==> config.mk <==
export PLATFORM = sky130hd
export DESIGN_NAME = flash_prog
export DESIGN_NICKNAME = d
export VERILOG_FILES = /design/src/rtl/flash_pkg.sv /design/src/rtl/flash_seq_rom.sv /design/src/rtl/flash_prog.sv
export SDC_FILE = /design/constraint.sdc
export NUM_CORES = 1
export LEC_CHECK = 0
export ABC_AREA = 1
export BUFFER_PORTS_ARGS = -buffer_cell sky130_fd_sc_hd__buf_2
export CAP_MARGIN = 20
export CORE_MARGIN = 5
export CORE_UTILIZATION = 50
export DETAILED_ROUTE_END_ITERATION = 12
export PLACE_DENSITY = 0.8
export SETUP_SLACK_MARGIN = 0.2
export SLEW_MARGIN = 10
export SYNTH_ARGS = -nofsm -noshare
export SYNTH_HDL_FRONTEND = slang
export SYNTH_SLANG_ARGS = --single-unit
==> constraint.sdc <==
create_clock -name wb_clk_i -period 2.8 [get_ports wb_clk_i]
set_input_delay 0.7 -clock wb_clk_i [delete_from_list [all_inputs] [get_ports wb_clk_i]]
set_output_delay 0.7 -clock wb_clk_i [all_outputs]
set_load 0.01 [all_outputs]
==> src/rtl/flash_pkg.sv <==
// Shared definitions for the NOR flash programming engine.
//   - FSM state encoding
//   - AMD/JEDEC unlock addresses and command words
//   - Wishbone register indices and status bit positions
package flash_pkg;

  typedef enum logic [2:0] {
    S_IDLE,
    S_W_SETUP,
    S_W_PULSE,
    S_W_HOLD,
    S_P_READ,
    S_P_GAP
  } state_t;

  typedef enum logic {
    OP_PROG,
    OP_ERASE
  } op_t;

  localparam logic [21:0] UNLOCK1_ADDR = 22'h000555;
  localparam logic [21:0] UNLOCK2_ADDR = 22'h0002AA;

  localparam logic [15:0] CMD_AA = 16'h00AA;
  localparam logic [15:0] CMD_55 = 16'h0055;
  localparam logic [15:0] CMD_A0 = 16'h00A0;
  localparam logic [15:0] CMD_80 = 16'h0080;
  localparam logic [15:0] CMD_30 = 16'h0030;

  localparam logic [1:0] REG_ADDR_LO = 2'd0;
  localparam logic [1:0] REG_ADDR_HI = 2'd1;
  localparam logic [1:0] REG_DATA    = 2'd2;
  localparam logic [1:0] REG_CMD     = 2'd3;

  localparam int ST_BUSY = 0;
  localparam int ST_ERR  = 1;
  localparam int ST_TO   = 2;
  localparam int ST_DONE = 3;

endpackage

==> src/rtl/flash_seq_rom.sv <==
// Command sequence table: maps (command, step) to the address/data of that
// flash bus write and flags the final step of the sequence.
//   op      : command being run (present only with FLASH_PROG_ERASE_EN)
//   step    : index of the bus write within the sequence
//   addr    : target word address, used by the final step
//   data    : program data, used by the final program step
//   wr_addr : address for this bus write
//   wr_data : data for this bus write
//   last    : this is the final bus write of the sequence
// Macro FLASH_PROG_ERASE_EN adds the six-step sector-erase sequence.
module flash_seq_rom
  import flash_pkg::*;
(
`ifdef FLASH_PROG_ERASE_EN
  input  op_t         op,
`endif
  input  logic [2:0]  step,
  input  logic [21:0] addr,
  input  logic [15:0] data,
  output logic [21:0] wr_addr,
  output logic [15:0] wr_data,
  output logic        last
);

  always_comb begin
    wr_addr = UNLOCK1_ADDR;
    wr_data = CMD_AA;
    last    = 1'b0;
`ifdef FLASH_PROG_ERASE_EN
    if (op == OP_ERASE) begin
      case (step)
        3'd0: ;
        3'd1: begin wr_addr = UNLOCK2_ADDR; wr_data = CMD_55; end
        3'd2: wr_data = CMD_80;
        3'd3: ;
        3'd4: begin wr_addr = UNLOCK2_ADDR; wr_data = CMD_55; end
        default: begin wr_addr = addr; wr_data = CMD_30; last = 1'b1; end
      endcase
    end else
`endif
    begin
      case (step)
        3'd0: ;
        3'd1: begin wr_addr = UNLOCK2_ADDR; wr_data = CMD_55; end
        3'd2: wr_data = CMD_A0;
        default: begin wr_addr = addr; wr_data = data; last = 1'b1; end
      endcase
    end
  end

endmodule

==> src/rtl/flash_prog.sv <==
// Wishbone-slave programming engine for a parallel NOR flash.
// Software loads address/data registers, then writes CMD to run the unlock
// sequence with timed WE# pulses and data-poll DQ7/DQ5 until the operation
// completes, fails or times out.
//   wb_*          : Wishbone slave (16-bit, 4 registers on wb_adr_i[2:1])
//   busy_o        : engine owns the flash pins (pad mux select)
//   flash_*       : flash address/data/strobes, flash_data_oe drives the pads
// Parameters: WE_CYCLES (WE# low clocks), RD_CYCLES (OE# low clocks per
// poll), TO_BITS (timeout counter width, 2^TO_BITS-1 polls).
// Macro FLASH_PROG_ERASE_EN enables the sector-erase command (CMD bit1).
module flash_prog
  import flash_pkg::*;
#(
  parameter int WE_CYCLES = 4,
  parameter int RD_CYCLES = 4,
  parameter int TO_BITS   = 24
) (
  input  logic        wb_clk_i,
  input  logic        wb_rst_i,
  input  logic [15:0] wb_dat_i,
  output logic [15:0] wb_dat_o,
  input  logic [2:1]  wb_adr_i,
  input  logic        wb_we_i,
  input  logic        wb_stb_i,
  input  logic        wb_cyc_i,
  input  logic [1:0]  wb_sel_i,
  output logic        wb_ack_o,
  output logic        busy_o,
  output logic [22:1] flash_addr_,
  input  logic [15:0] flash_data_i,
  output logic [15:0] flash_data_o,
  output logic        flash_data_oe,
  output logic        flash_we_n_,
  output logic        flash_oe_n_,
  output logic        flash_ce_n_,
  output logic        flash_rst_n_
);

  localparam int CW = 16;
  localparam logic [CW-1:0] WE_LAST = CW'(WE_CYCLES - 1);
  localparam logic [CW-1:0] RD_LAST = CW'(RD_CYCLES - 1);
  // one below all-ones: the increment that would reach the maximum
  localparam logic [TO_BITS-1:0] TO_LAST = {{(TO_BITS-1){1'b1}}, 1'b0};

  state_t state, state_nx;
  logic [CW-1:0]      cnt;
  logic [2:0]         step;
  logic [21:0]        addr_r;
  logic [15:0]        data_r;
  logic               st_err, st_to, st_done;
  logic               q7, q5, extra;
  logic [TO_BITS-1:0] to_cnt;
  logic [21:0]        rom_addr;
  logic [15:0]        rom_data;
  logic               rom_last;
  logic               access, busy, wr_ok, start, exp7;
  logic               fin_done, fin_err, fin_to, retry, to_inc;
  logic [15:0]        rd_mux;
  logic               unused_ok;

  assign unused_ok = ^{wb_sel_i, flash_data_i[15:8], flash_data_i[6], flash_data_i[4:0]};

  assign access = wb_stb_i & wb_cyc_i & ~wb_ack_o;
  assign busy   = (state != S_IDLE);
  assign busy_o = busy;
  assign wr_ok  = access & wb_we_i & ~busy;

`ifdef FLASH_PROG_ERASE_EN
  op_t op;
  assign start = wr_ok && (wb_adr_i == REG_CMD) && (wb_dat_i[0] || wb_dat_i[1]);
  assign exp7  = (op == OP_ERASE) ? 1'b1 : data_r[7];
  flash_seq_rom u_rom (
    .op(op), .step(step), .addr(addr_r), .data(data_r),
    .wr_addr(rom_addr), .wr_data(rom_data), .last(rom_last)
  );
`else
  assign start = wr_ok && (wb_adr_i == REG_CMD) && wb_dat_i[0];
  assign exp7  = data_r[7];
  flash_seq_rom u_rom (
    .step(step), .addr(addr_r), .data(data_r),
    .wr_addr(rom_addr), .wr_data(rom_data), .last(rom_last)
  );
`endif

  always_ff @(posedge wb_clk_i) begin
    if (wb_rst_i) state <= S_IDLE;
    else          state <= state_nx;
  end

  always_comb begin
    state_nx = state;
    fin_done = 1'b0;
    fin_err  = 1'b0;
    fin_to   = 1'b0;
    retry    = 1'b0;
    to_inc   = 1'b0;
    case (state)
      S_IDLE:    if (start) state_nx = S_W_SETUP;
      S_W_SETUP: state_nx = S_W_PULSE;
      S_W_PULSE: if (cnt == WE_LAST) state_nx = S_W_HOLD;
      S_W_HOLD:  state_nx = rom_last ? S_P_READ : S_W_SETUP;
      S_P_READ:  if (cnt == RD_LAST) state_nx = S_P_GAP;
      S_P_GAP: begin
        state_nx = S_IDLE;
        if (q7 == exp7) fin_done = 1'b1;
        else if (extra) fin_err = 1'b1;        // DQ5 confirm read still wrong
        else if (q5) begin retry = 1'b1; state_nx = S_P_READ; end
        else if (to_cnt == TO_LAST) begin fin_to = 1'b1; fin_err = 1'b1; end
        else begin to_inc = 1'b1; state_nx = S_P_READ; end
      end
      default:   state_nx = S_IDLE;
    endcase
  end

  always_comb begin
    rd_mux = 16'h0000;
    case (wb_adr_i)
      REG_ADDR_LO: rd_mux = addr_r[15:0];
      REG_ADDR_HI: rd_mux = {10'b0, addr_r[21:16]};
      REG_DATA:    rd_mux = data_r;
      default: begin
        rd_mux[ST_BUSY] = busy;
        rd_mux[ST_ERR]  = st_err;
        rd_mux[ST_TO]   = st_to;
        rd_mux[ST_DONE] = st_done;
      end
    endcase
  end

  always_ff @(posedge wb_clk_i) begin
    if (wb_rst_i) begin
      wb_ack_o     <= 1'b0;
      wb_dat_o     <= 16'h0000;
      flash_rst_n_ <= 1'b0;
      addr_r       <= '0;
      data_r       <= '0;
      st_err       <= 1'b0;
      st_to        <= 1'b0;
      st_done      <= 1'b0;
      cnt          <= '0;
      step         <= '0;
      q7           <= 1'b0;
      q5           <= 1'b0;
      extra        <= 1'b0;
      to_cnt       <= '0;
`ifdef FLASH_PROG_ERASE_EN
      op           <= OP_PROG;
`endif
    end else begin
      flash_rst_n_ <= 1'b1;
      wb_ack_o     <= wb_ack_o ? 1'b0 : (wb_stb_i & wb_cyc_i);
      if (access) wb_dat_o <= rd_mux;
      if (wr_ok) begin
        case (wb_adr_i)
          REG_ADDR_LO: addr_r[15:0]  <= wb_dat_i;
          REG_ADDR_HI: addr_r[21:16] <= wb_dat_i[5:0];
          REG_DATA:    data_r        <= wb_dat_i;
          default: ;
        endcase
      end
      if (start) begin
        st_err  <= 1'b0;
        st_to   <= 1'b0;
        st_done <= 1'b0;
        step    <= '0;
        extra   <= 1'b0;
        to_cnt  <= '0;
`ifdef FLASH_PROG_ERASE_EN
        op      <= wb_dat_i[0] ? OP_PROG : OP_ERASE;
`endif
      end
      cnt <= (state_nx != state) ? '0 : cnt + 1'b1;
      if (state == S_W_HOLD && !rom_last) step <= step + 1'b1;
      if (state == S_P_READ && cnt == RD_LAST) begin
        q7 <= flash_data_i[7];
        q5 <= flash_data_i[5];
      end
      if (retry)    extra   <= 1'b1;
      if (to_inc)   to_cnt  <= to_cnt + 1'b1;
      if (fin_done) st_done <= 1'b1;
      if (fin_err)  st_err  <= 1'b1;
      if (fin_to)   st_to   <= 1'b1;
    end
  end

  always_comb begin
    flash_addr_   = addr_r;
    flash_data_o  = rom_data;
    flash_data_oe = 1'b0;
    flash_we_n_   = 1'b1;
    flash_oe_n_   = 1'b1;
    flash_ce_n_   = 1'b1;
    case (state)
      S_W_SETUP, S_W_HOLD: begin
        flash_ce_n_ = 1'b0; flash_addr_ = rom_addr; flash_data_oe = 1'b1;
      end
      S_W_PULSE: begin
        flash_ce_n_ = 1'b0; flash_addr_ = rom_addr; flash_data_oe = 1'b1;
        flash_we_n_ = 1'b0;
      end
      S_P_READ: begin flash_ce_n_ = 1'b0; flash_oe_n_ = 1'b0; end
      S_P_GAP:  flash_ce_n_ = 1'b0;
      default: ;
    endcase
  end

endmodule

==> Word level (Yosys, flattened, before mapping) <==
Index checks and enable logic that the tools add are counted.
{ "totals": {"regBits": 108, "latchBits": 0, "ram_bits": 0, "romBits": 0, "input_bits": 41, "output_inout_bits": 61, "wordCells": 109, "memories": 0} }
{ "op_classes": {"n_addsub": 3, "mul": 0, "div": 0, "n_lt_le_gt_ge": 0, "n_eq_ne": 14, "shift": 0, "muxes": 47, "bitwise": 6, "n_reduce_logical": 23} }
{ "op_table": {"columns": ["op", "n"], "rows": [
  ["2-to-1 mux 24 bit", 2],
  ["case mux 16 bit (3 select lines)", 1],
  ["case mux 22 bit (2 select lines)", 1],
  ["case mux 12 bit (3 select lines)", 1],
  ["2-to-1 mux 3 bit", 10],
  ["2-to-1 mux 1 bit", 29],
  ["adder 24 x 1 -> 24 bit (second input constant)", 1],
  ["== test 24 bit (second input constant)", 1],
  ["2-to-1 mux 22 bit", 1],
  ["case mux 3 bit (6 select lines)", 1],
  ["adder 16 x 1 -> 16 bit (second input constant)", 1],
  ["== test 16 x 2 -> 1 bit (second input constant)", 1],
  ["case mux 4 bit (3 select lines)", 1],
  ["nonzero test 2 bit", 6],
  ["== test 3 x 2 -> 1 bit (second input constant)", 3],
  ["== test 3 x 1 -> 1 bit (second input constant)", 2],
  ["== test 3 bit (second input constant)", 2],
  ["logical NOT 3 bit", 2],
  ["AND reduction 2 bit", 3],
  ["OR reduction 2 bit", 3],
  ["OR reduction 3 bit", 2],
  ["OR reduction 5 bit", 1],
  ["AND 1 bit", 4],
  ["== test 2 bit (second input constant)", 2],
  ["8 further kinds", 12]
]} }

==> Longest topological paths before layout <==
Gate-level depths: netlist (run 1).
{ "logic_depth": {"ltp_word": 10, "mapped_depth": 12, "ltp_nobuf": 11} }

==> By module <==
A second synthesis (run 1) with hierarchy kept.
{ "unflattened": {"cells_unflattened": 892, "area_unflattened_um2": 5888.1} }
{ "modules_own_cells": {"columns": ["module", "n_inst", "cells_each", "area_per_inst_um2", "seq_area_each_um2"], "rows": [
  ["flash_prog", 1, 813, 5505.3, 2162.1],
  ["flash_seq_rom", 1, 79, 382.9, 0.0]
]} }

==> Worst setup path before layout (run 1) <==
No wires, ideal clock.
{ "synth_timing": {"kind": "register to output", "startpoint": "register step[0]", "endpoint": "output flash_data_o[6]", "arrival_time_ns": 1.522, "required_ns": 2.100, "setup_slack_ns": 0.578, "path_stages_with_launch": 8, "path_buffers": 1, "path_cell_list": "dfxtp_1 -> inv_1 -> ha_1 -> o21a_1 -> nor2_4 -> inv_1 -> clkbuf_1 -> o21ai_0"} }
{ "synth_via": {"elab_chain_cells": 2, "word_cells_on_any_way": 4, "cone_classes": "2 x eq/ne; 1 x mux; 1 x reduce/logical"} }
{ "synth_lines": {"columns": ["item", "line", "source"], "rows": [
  ["start, declared", "flash_prog.sv:47", "logic [2:0] step;"],
  ["start signal, assigned", "flash_prog.sv:173", "if (state == S_W_HOLD && !rom_last) step <= step + 1'b1;"],
  ["== test 3 x 2 -> 1 bit, or another cell as far along", "flash_seq_rom.sv:42", "case (step)"],
  ["case mux 16 bit (3 select lines) *", "flash_seq_rom.sv:42", null],
  ["end, declared", "flash_prog.sv:31", "output logic [15:0] flash_data_o,"]
]} }
Every way passes the cells marked *; elsewhere a longest branch is shown, timed or not.

==> Final worst setup path (run 1) <==
{ "layout_timing": {"startpoint": "register state[0]", "endpoint": "output flash_addr_[8] (netlist bit)"} }
{ "layout_via": {"elab_chain_cells": 3, "word_cells_on_any_way": 5, "cone_classes": "3 x eq/ne; 1 x mux; 1 x reduce/logical"} }
{ "layout_lines": {"columns": ["item", "line", "source"], "rows": [
  ["start, declared", "flash_prog.sv:45", "state_t state, state_nx;"],
  ["start signal, assigned", "flash_prog.sv:87", "else state <= state_nx;"],
  ["== test 3 x 2 -> 1 bit / == test 3 x 1 -> 1 bit (equally long branches)", "flash_prog.sv:193", "case (state)"],
  ["OR reduction 3 bit (no line) *", null, null],
  ["2-to-1 mux 22 bit *", "flash_prog.sv:193", null],
  ["end, declared", "flash_prog.sv:29", "output logic [22:1] flash_addr_,"]
]} }
Marked as above.

==> impl_results.md, run 1 <==
* Outcome: finished, final reports clean
* Core Area at about 11,000 um^2
* ANT nets after route at 0
* DR WL/cell at 14.0 um
* Non-filler cells, final at just over 1,000
* Pwr/cell area at 467 nW/um^2
* Flops & latches, synth at 108
* Synth Net Count at between 800 and 900
* Die H at 116 um
* Max FO, Critical Path at 10
* HPWL Detailed at 10,200 um
* # clock sinks at 108
* I/O pin total at around 100
* Peak supply drop at ~260 uV
* Area after DPL at about 6000 um^2
* Max Slew Vio Count at 0
* Clock buffer depth at 2
* Cells after DPL at roughly 1,000
* WHS Path Cells at 2
* Number of global-route vias before repair at 5,251
* Final Instance Area at 6480 um^2
* Commonest non-fill, non-tap cell in the layout: nand2_1
* Initial Util at 51.6%
* CP required at 2.10 ns
* Final core occ at 59.3%
* Setup CP Type: reg2out
* Area of the die at 13,500 um^2
* Final setup fails at 0
* Top post-synthesis cells by area: dfxtp_1 38%, nand2_1 9.5%, nor2_1 8.8%, inv_1 6.7%, o21ai_0 5.9%
* Peak Freq at 0.400 GHz
* Total gr overflow at 0
* Setup TNS Final at 0 ns
* R2R depth at 9
* Starting DRT DRC Count at 363
* # nets final at 933
* CP startpoint kind: flop
* Row Count at 38
* Crit-path max cell delay at 0.34 ns
* Port bufs at 85
* Worst hold path class: reg2reg
* CP cell instances: inv_1, nand2_2, inv_1, nor2_4, nand2_2, buf_4, inv_1, o21ai_1, buf_2
* Initial antenna violation count at 0
* Skew final at 0.0119 ns
* Vias per inst at around 5.3
* Pin count of the biggest net entering global routing at 57
* Die Width at 116 um
* Layout cell share with drive strength beyond 1 at 21.2%
* CTS clk-pin slew, worst paths at roughly 0.08 ns
* Worst setup margin at ~0.3 ns
* Setup crit end kind: output pin
* Routability Congestion at 0.893
* Global-route wire length before repair at 24,200 um
* Footprint of the multi-input gates at 2940 um^2
* Global Route Usage Sum at 21.9%
* Relative slew margins at 66.1%
* Most used cell, CP: inv_1
* Minimum clock period at 2.50 ns
* Most frequent cells in the layout: 141 x nand2_1, 132 x nor2_1, 104 x dfxtp_1
* Ant diodes at 0
* Cell with the largest stage delay on the worst path: dfxtp_2
* CTS Buf Count at 9
* H-tree Lvls at 3
* Leakage at ~2.6 nW
* DRT Wirelength at 14,400 um
* Post-Syn Instances at 807
* Post-route DRC at 0
* Cts hold-fix bufs at 0
* Final cycle utilization of the critical path at between 80% and 90%
* Worst-Skew Late Latency at approximately 0.35 ns
* Vias at between 5,000 and 6,000
* CTS tree: built
* 1st-pass router iterations at 6
* Number of max-cap violations at 0
* CTS root buf: clkbuf_16
* Mean Syn Cell Area at 6.99 um^2
* Cell taking the most area after synthesis: dfxtp_1
* RSZ-0062 raised after global routing: false
* Unique masters post-synth at 39
* Worst Path Arrival at 1.80 ns
* Seq. cell area at 2170 um^2
* Final hold vios at 0
* Fillcell total at between 1,000 and 1,500
* Netlist Area Pre-Place at 5640 um^2
* Sequential element share of the synthesized area at between 30% and 40%
* Synth warnings at 0
* Worst-Margin Slew at 0.506 ns
* Area growth syn-to-layout at 14.9%
* Pre-CTS setup slack at 0.442 ns
* Share of the synthesized area in the top cell type at 38.3%
-- Yosys cell counts, drive strengths merged --
cell type	instances
o21a	1
nor3	6
clkinv	2
nand3	52
o211ai	2
inv	105
ha	7
o22ai	1
a221oi	10
a31oi	3
clkbuf	14
a21oi	64
dfxtp	108
nand4	11
nand2	157
o21ai	76
o21bai	2
xnor2	4
or2	1
buf	15
nor2	152
xor2	14
-- flip-flops by register name (all words and copies together) (netlist names) --
register and cells:
to_cnt 24, addr_r 22, cnt 16, data_r 16
wb_dat_o 16, state 3, step 3, extra 1
flash_rst_n_ 1, q5 1, q7 1, st_done 1
st_err 1, st_to 1, wb_ack_o 1
-- power breakdown --
group / leakage [nW] / internal, W / switching, W
registers: 0.876 / 0.00156 / 0.0000174
logic: 1.53 / 0.0000680 / 0.000126
clock network: 0.144 / 0.000628 / 0.000628
total: 2.55 / 0.00226 / 0.000771
-- cell type report --
type / instances / share of cell area (%)
flip-flops and latches: 108 / 33.5
multi-input cells: 564 / 45.3
inverters: 107 / 6.25
clock buffers: 9 / 3.47
well taps: 140 / 2.70
repair buffers: 95 / 7.78
clock inverters: 7 / 1.02
-- worst max-delay path: cells and delay by family, from the launching register on --
family                 cells  cell delay [ns]
buffers and inverters      5             0.67
DFF                        1             0.34
and+or+nand+nor            3             0.26
AOI/OAI and AO/OA          1             0.19
-- final timing paths --
path | start | endpoint | slack, ns
max | state[0] | flash_addr_[8] | 0.30
min reg2reg | extra | extra | 0.47
max reg2reg | step[1] | cnt[3] | 0.93
min | extra | extra | 0.47
-- metrics by stage --
step	total power, W	hold slack, ns
6_report	0.00303	0.469
5_1_grt	0.00315	0.492
4_1_cts	0.00305	0.470
3_5_place_dp	0.00181	0.459
3_3_place_gp	0.00181	0.451
2_1_floorplan	0.00173	0.439
-- routing by layer --
layer | track usage, % | vias to the layer above | wire length [um] | part of all wire [%]
met5 | 0 | - | 0 | 0
met4 | 7.81 | 0 | 291 | 2.0
met3 | 4.40 | 25 | 972 | 6.7
met2 | 36.0 | 184 | 6790 | 47
met1 | 28.7 | 2494 | 6340 | 44
li1 | - | 2752 | - | -
-- timing repair --
item / 4_1_cts / 5_1_grt
gates cloned: 0 / 1
pin swaps: 1 / 1
gates resized for setup: 4 / 13
endpoints found under the setup margin: 22 / 30
buffers inserted: 1 / 1
-- cell families after synthesis --
| kind of cell | synth area share (%) |
|---|---|
| flip-flops | 38.3 |
| adder cells (fa/ha/maj) | 1.55 |
| AO/OA/AOI/OAI | 16.3 |
| XOR/XNOR | 2.79 |
| buffers and inverters | 10.0 |
| AND/OR/NAND/NOR | 31.1 |
(Power assumes the default switching activity.)
==> run 2: changes to the inputs <==
--- a/config.mk
+++ b/config.mk
@@ -11,6 +11,7 @@
 export CORE_MARGIN = 5
 export CORE_UTILIZATION = 50
 export DETAILED_ROUTE_END_ITERATION = 12
+export GPL_TIMING_DRIVEN = 0
 export PLACE_DENSITY = 0.8
 export SETUP_SLACK_MARGIN = 0.2
 export SLEW_MARGIN = 10
==> constraint.sdc (replaced) <==
create_clock -name wb_clk_i -period 2.8 [get_ports wb_clk_i]
set_input_delay 0.7 -clock wb_clk_i [delete_from_list [all_inputs] [get_ports wb_clk_i]]
set_output_delay 0.7 -clock wb_clk_i [all_outputs]
set_load 0.02 [all_outputs]
==> run 2 against run 1 <==
  * Non-clock buffer count is 27 higher
  * Sequential power hardly changed
  * Setup slack worse by 0.038 ns
  * Sequential share of layout area decreased by 0.99 points
  * Via count rose by 4.3%
  * Design area increased by 3.2%
  * Fmax down 1.5%
  * Register-to-register slack got worse by 0.07 ns
  * Largest power group unchanged
==> impl_results.md, run 2 (same netlist as run 1, synthesis figures left out) <==
* WHS Path Cells at 2 (unchanged)
* Met3 GRT Util at 5.13% (+0.73 points)
* Number of max-cap violations at 0 (unchanged)
* Most used cell, CP: inv_2
* Final Hold Slack at 0.468 ns (-0.00151 ns)
* CTS tree: built
* Leakage at 2.63 nW (+3.0%)
* Global Route Usage Sum at 23.7% (+1.7 points)
* Reg with most FFs: to_cnt
* Core Area at 10,900 um^2 (unchanged)
* R2R Path End: to_cnt[18]
* Global route hottest layer: met2
* CTS Buf Count at 9 (unchanged)
* Layout cell share with drive strength beyond 1 at 22.7% (+1.5 points)
* Worst-Skew Late Latency at 0.36 ns (about the same)
* Crit-path max cell delay at 0.35 ns (about the same)
* Initial Util at 51.6% (unchanged)
* CTS root buf: clkbuf_16
* RSZ-0062 raised after global routing: true
* Grt met2 use at 39.1% (+3.0 points)
* Worst Path Arrival at 1.84 ns (+0.04 ns)
* CP required at 2.10 ns (about the same)
* HP Start: extra
* Commonest non-fill, non-tap cell in the layout: nand2_1
* Relative slew margins at 54.1% (-12 points)
* Post-route DRC at 0 (unchanged)
* Reg2reg start: to_cnt[0]
* HPWL Detailed at 11,600 um (+13%)
* DRT Wirelength at 16,000 um (+11%)
* Initial antenna violation count at 0 (unchanged)
* Starting DRT DRC Count at 470 (+29%)
* Outcome: finished, final reports clean
* ANT nets after route at 0 (unchanged)
* Vias per inst at 5.39 (+1.9%)
* Max Slew Vio Count at 0 (unchanged)
* DR WL/cell at 15.2 um (+8.7%)
* Final cycle utilization of the critical path at 90.6% (+1.4 points)
* Flop-to-flop setup slack at 0.86 ns (-0.07 ns)
* Max reg flops at 24 (unchanged)
* H-tree Lvls at 3 (unchanged)
* # clock sinks at 108 (unchanged)
* Area growth syn-to-layout at 18.5%
* Die Width at 116 um (unchanged)
* Skew final at 0.00981 ns (-0.00211 ns)
* Cts hold-fix bufs at 0 (unchanged)
* Setup crit end kind: output pin
* Peak supply drop at 390 uV (+51%)
* Setup CP Type: reg2out
* # nets final at 959 (+2.8%)
* Worst hold path class: reg2reg
* Cell with the largest stage delay on the worst path: dfxtp_2
* Max FO, Critical Path at 5 (-5)
* CTS clk-pin slew, worst paths at 0.08 ns (about the same)
* Setup TNS Final at 0 ns (unchanged)
* Worst-Margin Slew at 0.686 ns (+0.180 ns)
* CP startpoint kind: flop
* Pre-CTS setup slack at 0.0588 ns (-0.384 ns)
* Peak Freq at 0.394 GHz (-1.5%)
* Row Count at 38 (unchanged)
* M1 GR Usage at 30.4% (+1.8 points)
* Port bufs at 85 (unchanged)
* R2R depth at 10 (+1)
* Die H at 116 um (unchanged)
* Routability Congestion at 0.909 (+1.7%)
* I/O pin total at 102 (unchanged)
* CP cell instances: inv_2, ha_2, inv_1, nor2_2, inv_2, nor2_4, clkinv_4, nand2_4, buf_6, nor2_1, buf_2
* Ant diodes at 0 (unchanged)
* Global-route wire length before repair at 25,400 um (+5.0%)
* Pin count of the biggest net entering global routing at 19 (-67%)
* Clock buffer depth at 2 (unchanged)
* Biggest regs: to_cnt (24), addr_r (22)
* Minimum clock period at 2.54 ns (+0.0383 ns)
* Hold Path Sink: extra
* Worst setup margin at 0.262 ns (-0.0383 ns)
* Most frequent cells in the layout: 141 x nand2_1, 131 x nor2_1, 104 x dfxtp_1
* 1st-pass router iterations at 5 (-1)
* Area of the die at 13,500 um^2 (unchanged)
* Final hold vios at 0 (unchanged)
* Final setup fails at 0 (unchanged)
* Pwr/cell area at 457 nW/um^2 (-2.2%)
* Total gr overflow at 0 (unchanged)
* Number of global-route vias before repair at 5,365 (+2.2%)
* Final core occ at 61.2% (+1.9 points)
* Vias at 5,691 (+4.3%)
## run 2: cell count changes in the layout (fill, tap and decap cells not counted), sizes merged
cell,delta
buf,+15
inv,-3
clkbuf,+13
clkinvlp,+1
nand2,-1
## run 2: timing repair
item / CTS / global route
endpoints found under the hold margin: 0 / 0
cloned: 0 / 1
resized for setup: 16 / 27
endpoints found under the setup margin: 29 / 27
setup buffers: 2 / 5
pin swaps: 2 / 4
## run 2: worst max-delay path by stage
stage / startpoint / to / cells after the start
finish: step[1] / flash_addr_[19] / 11
global route: step[1] / flash_addr_[20] / 11
CTS: step[1] / flash_data_o[7] / 8
detailed placement: step[0] / flash_data_o[7] / 8
global placement: step[0] / flash_data_o[7] / 8
floorplan: step[0] / flash_data_o[6] / 7
## run 2: report_power, final
part | leakage [nW] | internal (W) | switching [W]
logic | 1.61 | 0.0000715 | 0.000151
registers | 0.877 | 0.00156 | 0.0000179
clock network | 0.137 | 0.000637 | 0.000619
## run 2: routing by layer
metal	wire length (um)	part of all wire (%)	up-vias
li1	-	-	2797
met1	6730	42	2618
met2	7690	48	233
met3	1150	7.2	43
met4	452	2.8	0
met5	0	0	-
## run 2: final cells by class
class                   instances  area, um^2
repair buffers                 93         518
clock buffers                  10         239
plain buffers                  29         184
multi-input cells             563        2950
well taps                     140         175
inverters                     107         408
clock inverters                 5        45.0
flip-flops and latches        108        2170
fillers                      1035        4250
## run 2: worst max-delay path: cells and delay by family, from the launching register on
family	cells	cell delay, ns
adders and majority gates	1	0.18
and+or+nand+nor	4	0.37
buffers and inverters	6	0.56
DFF	1	0.35
## run 2: through the flow
step,total power [W],cell area (um^2),cells
after global routing,0.00315,6690,1055
after global placement,0.00183,6240,1032
after detailed placement,0.00183,6240,1032
final,0.00306,6690,1055
after CTS,0.00305,6580,1049
after floorplan,0.00175,5640,807
